===== src/rtl/clk_div_n_if.sv =====
// clk_div_n_if: control, status and divided-clock signals of the clock divider.
interface clk_div_n_if #(parameter int WIDTH = 8);
  logic             en;
  logic [WIDTH-1:0] div_val;
  logic             div_load;
  logic             dout;
  logic             tick;
  logic             err;
  logic [WIDTH-1:0] active_div;
  modport master (output en, div_val, div_load, input dout, tick, err, active_div);
  modport slave  (input en, div_val, div_load, output dout, tick, err, active_div);
endinterface


===== src/rtl/clk_div_n.sv =====
// clk_div_n: divide-by-N clock with 50% duty for odd and even N, glitch-free divisor updates.
module clk_div_n #(
  parameter int WIDTH       = 8,
  parameter int DEFAULT_DIV = 3
) (
  input logic         clk,
  input logic         rst,
  clk_div_n_if.slave  bus
);
  typedef enum logic {IDLE, RUN} state_t;
  state_t           state_q, state_d;
  logic [WIDTH-1:0] cnt_q, cnt_d, act_q, act_d, pend_q, pend_d;
  logic             p_q, p_d, tick_q, tick_d, err_q, err_d, n_q;
  logic             wrap, legal;
  assign wrap  = cnt_q == act_q - WIDTH'(1);
  assign legal = bus.div_val > WIDTH'(1);
  always_ff @(posedge clk) begin
    if (rst) begin
      state_q <= IDLE;
      cnt_q   <= '0;
      p_q     <= 1'b0;
      tick_q  <= 1'b0;
      err_q   <= 1'b0;
      pend_q  <= WIDTH'(DEFAULT_DIV);
      act_q   <= WIDTH'(DEFAULT_DIV);
    end else begin
      state_q <= state_d;
      cnt_q   <= cnt_d;
      p_q     <= p_d;
      tick_q  <= tick_d;
      err_q   <= err_d;
      pend_q  <= pend_d;
      act_q   <= act_d;
    end
  end
  // Half-cycle stretch of the high phase; only odd divisors need it.
  always_ff @(negedge clk)
    n_q <= rst ? 1'b0 : (act_q[0] & p_q);
  always_comb begin
    state_d = state_q;
    cnt_d   = cnt_q;
    act_d   = act_q;
    pend_d  = pend_q;
    err_d   = err_q;
    if (bus.div_load) begin
      pend_d = legal ? bus.div_val : pend_q;
      err_d  = !legal;
    end
    if (state_q == IDLE) begin
      state_d = bus.en ? RUN : IDLE;
      cnt_d   = '0;
      act_d   = bus.en ? pend_q : act_q;
    end else if (!bus.en) begin
      state_d = IDLE;
      cnt_d   = '0;
    end else begin
      cnt_d = wrap ? '0 : cnt_q + WIDTH'(1);
      act_d = wrap ? pend_q : act_q;
    end
    p_d    = (state_d == RUN) && (cnt_d < (act_d >> 1));
    tick_d = (state_d == RUN) && (cnt_d == '0);
  end
  assign bus.dout       = p_q | n_q;
  assign bus.tick       = tick_q;
  assign bus.err        = err_q;
  assign bus.active_div = act_q;
endmodule

===== src/flat_wrapper.sv =====
// flat-port wrapper written by rule: the top's interface ports become plain ports
module clk_div_n_flat 
#(
  parameter int WIDTH       = 8,
  parameter int DEFAULT_DIV = 3
)
  (clk, rst, bus_en, bus_div_val, bus_div_load, bus_dout, bus_tick, bus_err, bus_active_div);
  clk_div_n_if #(.WIDTH(WIDTH)) bus_i ();
  input logic clk;
  input logic rst;
  input wire logic [$bits(bus_i.en)-1:0] bus_en;
  input wire logic [$bits(bus_i.div_val)-1:0] bus_div_val;
  input wire logic [$bits(bus_i.div_load)-1:0] bus_div_load;
  output wire logic [$bits(bus_i.dout)-1:0] bus_dout;
  output wire logic [$bits(bus_i.tick)-1:0] bus_tick;
  output wire logic [$bits(bus_i.err)-1:0] bus_err;
  output wire logic [$bits(bus_i.active_div)-1:0] bus_active_div;
  assign bus_i.en = bus_en;
  assign bus_i.div_val = bus_div_val;
  assign bus_i.div_load = bus_div_load;
  assign bus_dout = bus_i.dout;
  assign bus_tick = bus_i.tick;
  assign bus_err = bus_i.err;
  assign bus_active_div = bus_i.active_div;
  clk_div_n #(.WIDTH(WIDTH), .DEFAULT_DIV(DEFAULT_DIV)) u_core (.clk(clk), .rst(rst), .bus(bus_i));
endmodule

===== config.mk =====
export PLATFORM = sky130hd
export DESIGN_NAME = clk_div_n_flat
export DESIGN_NICKNAME = d
export VERILOG_FILES = /design/src/rtl/clk_div_n_if.sv /design/src/rtl/clk_div_n.sv /design/src/flat_wrapper.sv
export SDC_FILE = /design/constraint.sdc
export NUM_CORES = 1
export LEC_CHECK = 0
export CAP_MARGIN = 10
export CORE_ASPECT_RATIO = 0.7
export CORE_MARGIN = 3
export CORE_UTILIZATION = 35
export CTS_BUF_LIST = sky130_fd_sc_hd__clkbuf_8
export DETAILED_ROUTE_END_ITERATION = 7
export GPL_TIMING_DRIVEN = 1
export PLACE_DENSITY = 0.59
export SETUP_SLACK_MARGIN = 0.15
export SLEW_MARGIN = 25
export SYNTH_ARGS = -nofsm -noshare
export SYNTH_HDL_FRONTEND = slang
export SYNTH_SLANG_ARGS = --single-unit

===== constraint.sdc =====
create_clock -name clk -period 2.5 [get_ports clk]
set_input_delay 0.5 -clock clk [delete_from_list [all_inputs] [get_ports clk]]
set_output_delay 0.5 -clock clk [all_outputs]
set_load 0.005 [all_outputs]

==> results of run 1 <==
[Yosys cell counts (2+ instances only)]
library cell / number
xor2_1: 4
buf_2: 3
a31oi_1: 2
nand3b_1: 2
clkbuf_1: 3
xnor2_1: 12
nor2_1: 28
a211o_1: 2
o21ai_0: 5
mux2i_1: 6
nor3_1: 8
a21oi_1: 7
nand2b_1: 5
nand2_1: 16
dfxtp_1: 29
ha_1: 8
and3_1: 2
nand3_1: 4
a22oi_1: 2
inv_1: 8
[worst paths after layout]
path | start | to | slack, ps | cells after the start
setup reg to reg | u_core.bus.active_div[2] | u_core.p_q | -210 | 13
hold reg to reg | u_core.pend_q[4] | u_core.pend_q[4] | 460 | 2
setup / recovery | u_core.bus.active_div[2] | u_core.p_q | -210 | 13
hold / removal | u_core.pend_q[4] | u_core.pend_q[4] | 460 | 2
[routing by layer]
layer  part of all wire, %  global-route usage [%]  vias up
met2                    44                    27.4       32
met1                    49                    23.2      702
met3                   4.9                    4.68        7
met5                     0                       0        -
met4                   1.6                    8.13        0
li1                      -                       -      744
[state kept, by name (all words and copies together), names as in the netlist]
signal / cells
u_core.n_q: 1
u_core.p_q: 1
u_core.state_q: 1
u_core.cnt_q: 8
u_core.bus.active_div: 8
u_core.bus.err: 1
u_core.bus.tick: 1
u_core.pend_q: 8
[power by group through the flow]
stage / sequential [mW] / clock (mW) / combinational, mW
global placement: 0.507 / 0.00501 / 0.191
detailed placement: 0.508 / 0.00501 / 0.195
global route: 0.503 / 0.473 / 0.238
floorplan: 0.507 / 0.00501 / 0.0937
CTS: 0.499 / 0.444 / 0.209
finish: 0.501 / 0.434 / 0.219
[layout make-up]
type	instances	area share, %
flip-flops and latches	29	25.4
clock inverters	2	0.376
clock buffers	7	4.13
well taps	52	2.79
repair buffers	60	22.1
inverters	7	1.34
multi-input cells	135	43.9
[worst register-to-register path: stages (launching register included)]
cell     delay, ps
dfxtp_2        340
buf_6          140
nor3_2         160
nand2_1         80
xnor2_1        140
nor4_2         350
a31o_4         240
nand2_8         70
buf_4          150
mux2i_2        160
ha_2           190
a21o_1         170
a211o_1        260
o31ai_2        180
[logic make-up (layout without fill, tap and decap cells)]
logic type	count (synthesis)	count (layout)	share of synthesized area [%]
AOI/OAI and AO/OA	31	31	15.3
xor gates and xnor gates	16	16	9.15
adders and majority gates	8	8	6.54
buffers and inverters	15	76	4.00
DFF	29	29	37.9
muxes	6	6	3.92
and+or+nand+nor	74	74	23.2
[stage by stage]
stage	cells	utilization (%)	hold WS (ps)
finish	292	57.3	457
global route	292	57.3	476
CTS	292	55.5	459
detailed placement	280	51.2	450
global placement	280	51.2	451
floorplan	179	-	435
[repair_timing]
item | in CTS | in global routing
gates cloned | 0 | 0
buffers inserted | 4 | 0
pin swaps | 3 | 3
setup endpoints to repair | 2 | 2
gates resized for setup | 15 | 16
==> reports/metrics.yaml, run 1 <==
floorplanning:
  die_area_mm2: 0.00522
  io_pins: 23
  initial_core_util_pct: 37.7
  die_h_um: 61.3
  fp.dieW_um: 85.1
  fp-row-count: 19
  core_area_mm2: 0.00407
sta:
  hold_viol_final: 0
  fin_crit_sh_pct: 109
  post-route-min-period_ps: 2710
  rsz0062_at_grt: "true"
  fin_ws_ps: -213
  drv_slew: 0
  worst_pin_slew_ps: 312
  fmax_mhz: 369
  fin_setup_tns_ps: -421
  relSlewSlack_pct: 79.1
  setup_viol: 2
  fin_worst_skew_ps: 58.1
routing:
  vias: 1485
  wl_per_cell_um: 14.6
  vias_per_cell: 5.09
  antenna_left: 0
  drt_wl_total_um: 4270
  drt_iter0_drc: 64
  firstDrtPassIters: 4
  drc: 0
clock_network:
  clock_sinks: 29
  cts.hold.buffers_added: 0
  clockBufferDepth: 2
  path_clk_slew_ps: 60
  clockRootBuffer: "clkbuf_8"
  clk_latency_ps: 340
  cts_tree: "yes"
  h-tree-depth: 2
  cts_made_buffers: 5
power_and_ir_drop:
  p_clk_share_pct: 37.6
  switching_share_pct: 25.7
  switchingPower_mw: 0.296
  power.total_mw: 1.15
  powerDensity_mw_per_mm2: 495
  leakagePower_nw: 0.950
  sequentialPowerShare_pct: 43.4
  power_frac_comb_pct: 19.0
  ir_drop_mv: 0.292
  p_int_mw: 0.858
flow_run:
  maxCapViolCount: 0
synthesis:
  synth-edff-count: 0
  ys_types: 43
  synth_nets: 199
  ys_top_cells_by_area: "dfxtp_1, nor2_1, xnor2_1"
  yosysWarnings: 0
  synth_area_mm2: 0.00153
  yosysTopAreaCellShare_pct: 37.9
  seq_area_frac_synth_pct: 37.9
  ys_ff_latch: 29
  ys.flop_type: "dfxtp_1"
  syn_area_per_cell_um2: 8.56
  async_reset_ff_share_pct: 0
  yosys.area.top_type: "dfxtp_1"
  synth_cells: 179
cells_and_area:
  fin_nets: 259
  design_area_mm2: 0.00233
  layout_common_cells: "buf_4, nor2_1, dfxtp_1, clkdlybuf4s50_1, nand2_1"
  syn2layout_area_growth_pct: 52.2
  multi_input_area_mm2: 0.00102
  drive_gt1_share_pct: 32.5
  regArea_um2: 592
  final_common_cell: "buf_4"
  num-fill-cells: 365
  diodes: 0
setup_path:
  cp.arrival_ps: 2910
  cp_max_fo: 8
  path_buf_inv: 2
  cp_top_family: "compound AO/OA/AOI/OAI gates"
  crit_slowest_cell: "nor4_2"
  crit_required_ps: 2700
  critPathKind: "reg2reg"
  slowest_delay_ps: 350
  start_kind: "register"
  path_cells: "buf_6 > nor3_2 > nand2_1 > xnor2_1 > nor4_2 > a31o_4 > nand2_8 > buf_4 > mux2i_2 > ha_2 > a21o_1 > a211o_1 > o31ai_2"
  end_kind: "register"
global_route:
  grt_pass1_vias: 1477
  grt_antenna_before_repair: 0
  grt_pass1_wl_um: 6920
  grt_max_degree: 19
  overflow: 0
  grt_use_total_pct: 17.6
status:
  failed_checks: "setup timing"
  status: "finished, violations left"
hold_path:
  hold_class: "reg2reg"
placed_design:
  post_dp_cell_area_mm2: 0.00208
  post-place-ws_ps: -269
  gp_congestion: 0.896
  dp_hpwl_um: 3340
  portBuffers: 22
(Power assumes the default switching activity.)
==> run 2, diff against run 1 <==
--- a/config.mk
+++ b/config.mk
@@ -6,13 +6,15 @@
 export NUM_CORES = 1
 export LEC_CHECK = 0
 export CAP_MARGIN = 10
+export CELL_PAD_IN_SITES_DETAIL_PLACEMENT = 1
+export CELL_PAD_IN_SITES_GLOBAL_PLACEMENT = 2
 export CORE_ASPECT_RATIO = 0.7
 export CORE_MARGIN = 3
-export CORE_UTILIZATION = 35
+export CORE_UTILIZATION = 30
 export CTS_BUF_LIST = sky130_fd_sc_hd__clkbuf_8
 export DETAILED_ROUTE_END_ITERATION = 7
 export GPL_TIMING_DRIVEN = 1
-export PLACE_DENSITY = 0.59
+export PLACE_DENSITY = 0.78
 export SETUP_SLACK_MARGIN = 0.15
 export SLEW_MARGIN = 25
 export SYNTH_ARGS = -nofsm -noshare
==> reports/metrics.yaml, run 2 (same netlist as run 1, synthesis figures left out) <==
status:
  status: "finished, violations left"
  failed_checks: "setup timing"
sta:
  fin_setup_tns_ps: -442  # -21.0 ps
  worst_pin_slew_ps: 368  # +55.4 ps
  post-route-min-period_ps: 2730  # +15.6 ps
  drv_slew: 0  # unchanged
  fin_worst_skew_ps: 64.4  # +6.23 ps
  hold_viol_final: 0  # unchanged
  fmax_mhz: 367  # -0.57%
  fin_crit_sh_pct: 109  # +0.62 points
  relSlewSlack_pct: 75.3  # -3.8 points
  setup_viol: 2  # unchanged
  fin_ws_ps: -228  # -15.6 ps
  rsz0062_at_grt: "true"
routing:
  wl_per_cell_um: 16.0  # +9.7%
  vias: 1549  # +4.3%
  drt_wl_total_um: 5020  # +18%
  firstDrtPassIters: 5  # +1
  vias_per_cell: 4.95  # -2.7%
  drt_iter0_drc: 75  # +17%
  drc: 0  # unchanged
  antenna_left: 0  # unchanged
hold_path:
  hold_class: "reg2reg"
cells_and_area:
  final_cells: 313  # +7.2%
  final_common_cell: "buf_4"
  layout_common_cells: "buf_4, nor2_1, dfxtp_1, clkdlybuf4s50_1, nand2_1"
  fin_nets: 263  # +1.5%
  drive_gt1_share_pct: 31.6  # -0.94 points
  diodes: 0  # unchanged
  num-fill-cells: 581  # +59%
  syn2layout_area_growth_pct: 54.0
global_route:
  grt_max_degree: 19  # unchanged
  overflow: 0  # unchanged
  grt_use_total_pct: 17.6  # about the same
  grt_pass1_wl_um: 8020  # +16%
  grt_pass1_vias: 1662  # +13%
  grt_antenna_before_repair: 0  # unchanged
power_and_ir_drop:
  p_int_mw: 0.808  # -5.8%
  power_frac_comb_pct: 21.7  # +2.7 points
  switchingPower_mw: 0.317  # +6.9%
  p_clk_share_pct: 34.0  # -3.6 points
  switching_share_pct: 28.2  # +2.5 points
  leakagePower_nw: 0.973  # +2.5%
  sequentialPowerShare_pct: 44.3  # +0.9 points
  powerDensity_mw_per_mm2: 477  # -3.7%
  ir_drop_mv: 0.207  # -29%
clock_network:
  cts.hold.buffers_added: 0  # unchanged
  clockRootBuffer: "clkbuf_8"
  path_clk_slew_ps: 70  # about the same
  clk_latency_ps: 350  # about the same
  cts_tree: "yes"
  h-tree-depth: 2  # unchanged
  clock_sinks: 29  # unchanged
  clockBufferDepth: 2  # unchanged
  cts_made_buffers: 5  # unchanged
floorplanning:
  die_h_um: 65.8  # +7.2%
  fp.dieW_um: 91.4  # +7.4%
  io_pins: 23  # unchanged
  fp-row-count: 21  # +2
  core_area_mm2: 0.00486  # +20%
  initial_core_util_pct: 31.5  # -6.2 points
  die_area_mm2: 0.00601  # +15%
placed_design:
  gp_congestion: 0.869  # -3.0%
  portBuffers: 22  # unchanged
  post-place-ws_ps: -225  # +43.9 ps
  dp.cells: 296  # +5.7%
  dp_hpwl_um: 3750  # +13%
setup_path:
  critPathKind: "reg2reg"
  end_kind: "register"
  start_kind: "register"
  cp_max_fo: 6  # -2
  cp.arrival_ps: 2930  # +20 ps
  crit_required_ps: 2710  # about the same
flow_run:
  maxCapViolCount: 0  # unchanged
## run 2: cell types whose count changed in the layout (fill, tap and decap cells not counted), moves of 2 or more
| cell | before | now |
|---|---|---|
| nand2_1 | 16 | 14 |
| ha_2 | 2 | 0 |
| nand2_2 | 0 | 2 |
| dfxtp_2 | 3 | 0 |
| dfxtp_1 | 24 | 27 |
| ha_1 | 5 | 7 |
| buf_4 | 36 | 40 |
| o21ai_1 | 2 | 0 |
| clkbuf_8 | 7 | 5 |
## run 2: metal layers
layer,up-vias,track usage (%),routed length [µm]
li1,750,-,-
met1,759,21.9,2340
met2,32,29.0,2370
met3,8,5.57,261
met4,0,5.83,52
met5,-,0,0
## run 2: worst max-delay path, cell delays in order, from the launching register on
cell and delay, ps:
dfxtp_1 320, buf_4 170, xnor2_1 240, xnor2_2 130, nor4_4 350, a31o_4 240
nand2_8 70, buf_4 150, mux2i_1 140, ha_1 230, a211oi_2 250, o21ai_2 100
o21bai_1 180, o31ai_2 60
## run 2: final timing paths
path	startpoint	end	slack [ps]	depth (start not counted)
setup / recovery	u_core.bus.active_div[3]	u_core.p_q	-230	13
hold / removal	u_core.pend_q[2]	u_core.pend_q[2]	460	2
setup reg to reg	u_core.bus.active_div[3]	u_core.p_q	-230	13
hold reg to reg	u_core.pend_q[2]	u_core.pend_q[2]	460	2
## run 2: through the flow
stage               power [mW]  util (%)  hold WS (ps)  area (µm²)
finish                    1.12      48.5           465        2360
global route              1.18      48.5           490        2360
CTS                       1.12      47.5           467        2310
detailed placement       0.713      43.1           458        2090
global placement         0.705      43.1           454        2090
floorplan                0.606         -           435        1570
## run 2: final cells by class
type	count	area (µm²)	area share, %
sequential	29	588	24.9
inverter	7	31.3	1.33
clock buffer	5	68.8	2.92
timing repair buffer	64	544	23.1
multi-input combinational	135	1020	43.3
tap	69	86.3	3.66
clock inverter	4	17.5	0.743
## run 2: repair_timing
action,CTS,global route
endpoints found under the setup margin,2,4
pin swaps,6,4
resized for setup,20,6
buffers inserted,8,1
## run 2: power by group through the flow
stage | Clock (mW) | Combinational [mW] | Sequential (mW)
after global routing | 0.417 | 0.264 | 0.501
after global placement | 0.00501 | 0.193 | 0.507
after CTS | 0.393 | 0.228 | 0.498
after detailed placement | 0.00501 | 0.199 | 0.509
after floorplan | 0.00501 | 0.0937 | 0.507
final | 0.382 | 0.244 | 0.499
==> run 3, diff against run 2 <==
--- a/config.mk
+++ b/config.mk
@@ -12,6 +12,7 @@
 export CORE_MARGIN = 3
 export CORE_UTILIZATION = 30
 export CTS_BUF_LIST = sky130_fd_sc_hd__clkbuf_8
+export CTS_CLUSTER_DIAMETER = 60
 export DETAILED_ROUTE_END_ITERATION = 7
 export GPL_TIMING_DRIVEN = 1
 export PLACE_DENSITY = 0.78
==> results of run 3 <==
Same layout as run 2: the final DEF is identical, and so are final timing and power.
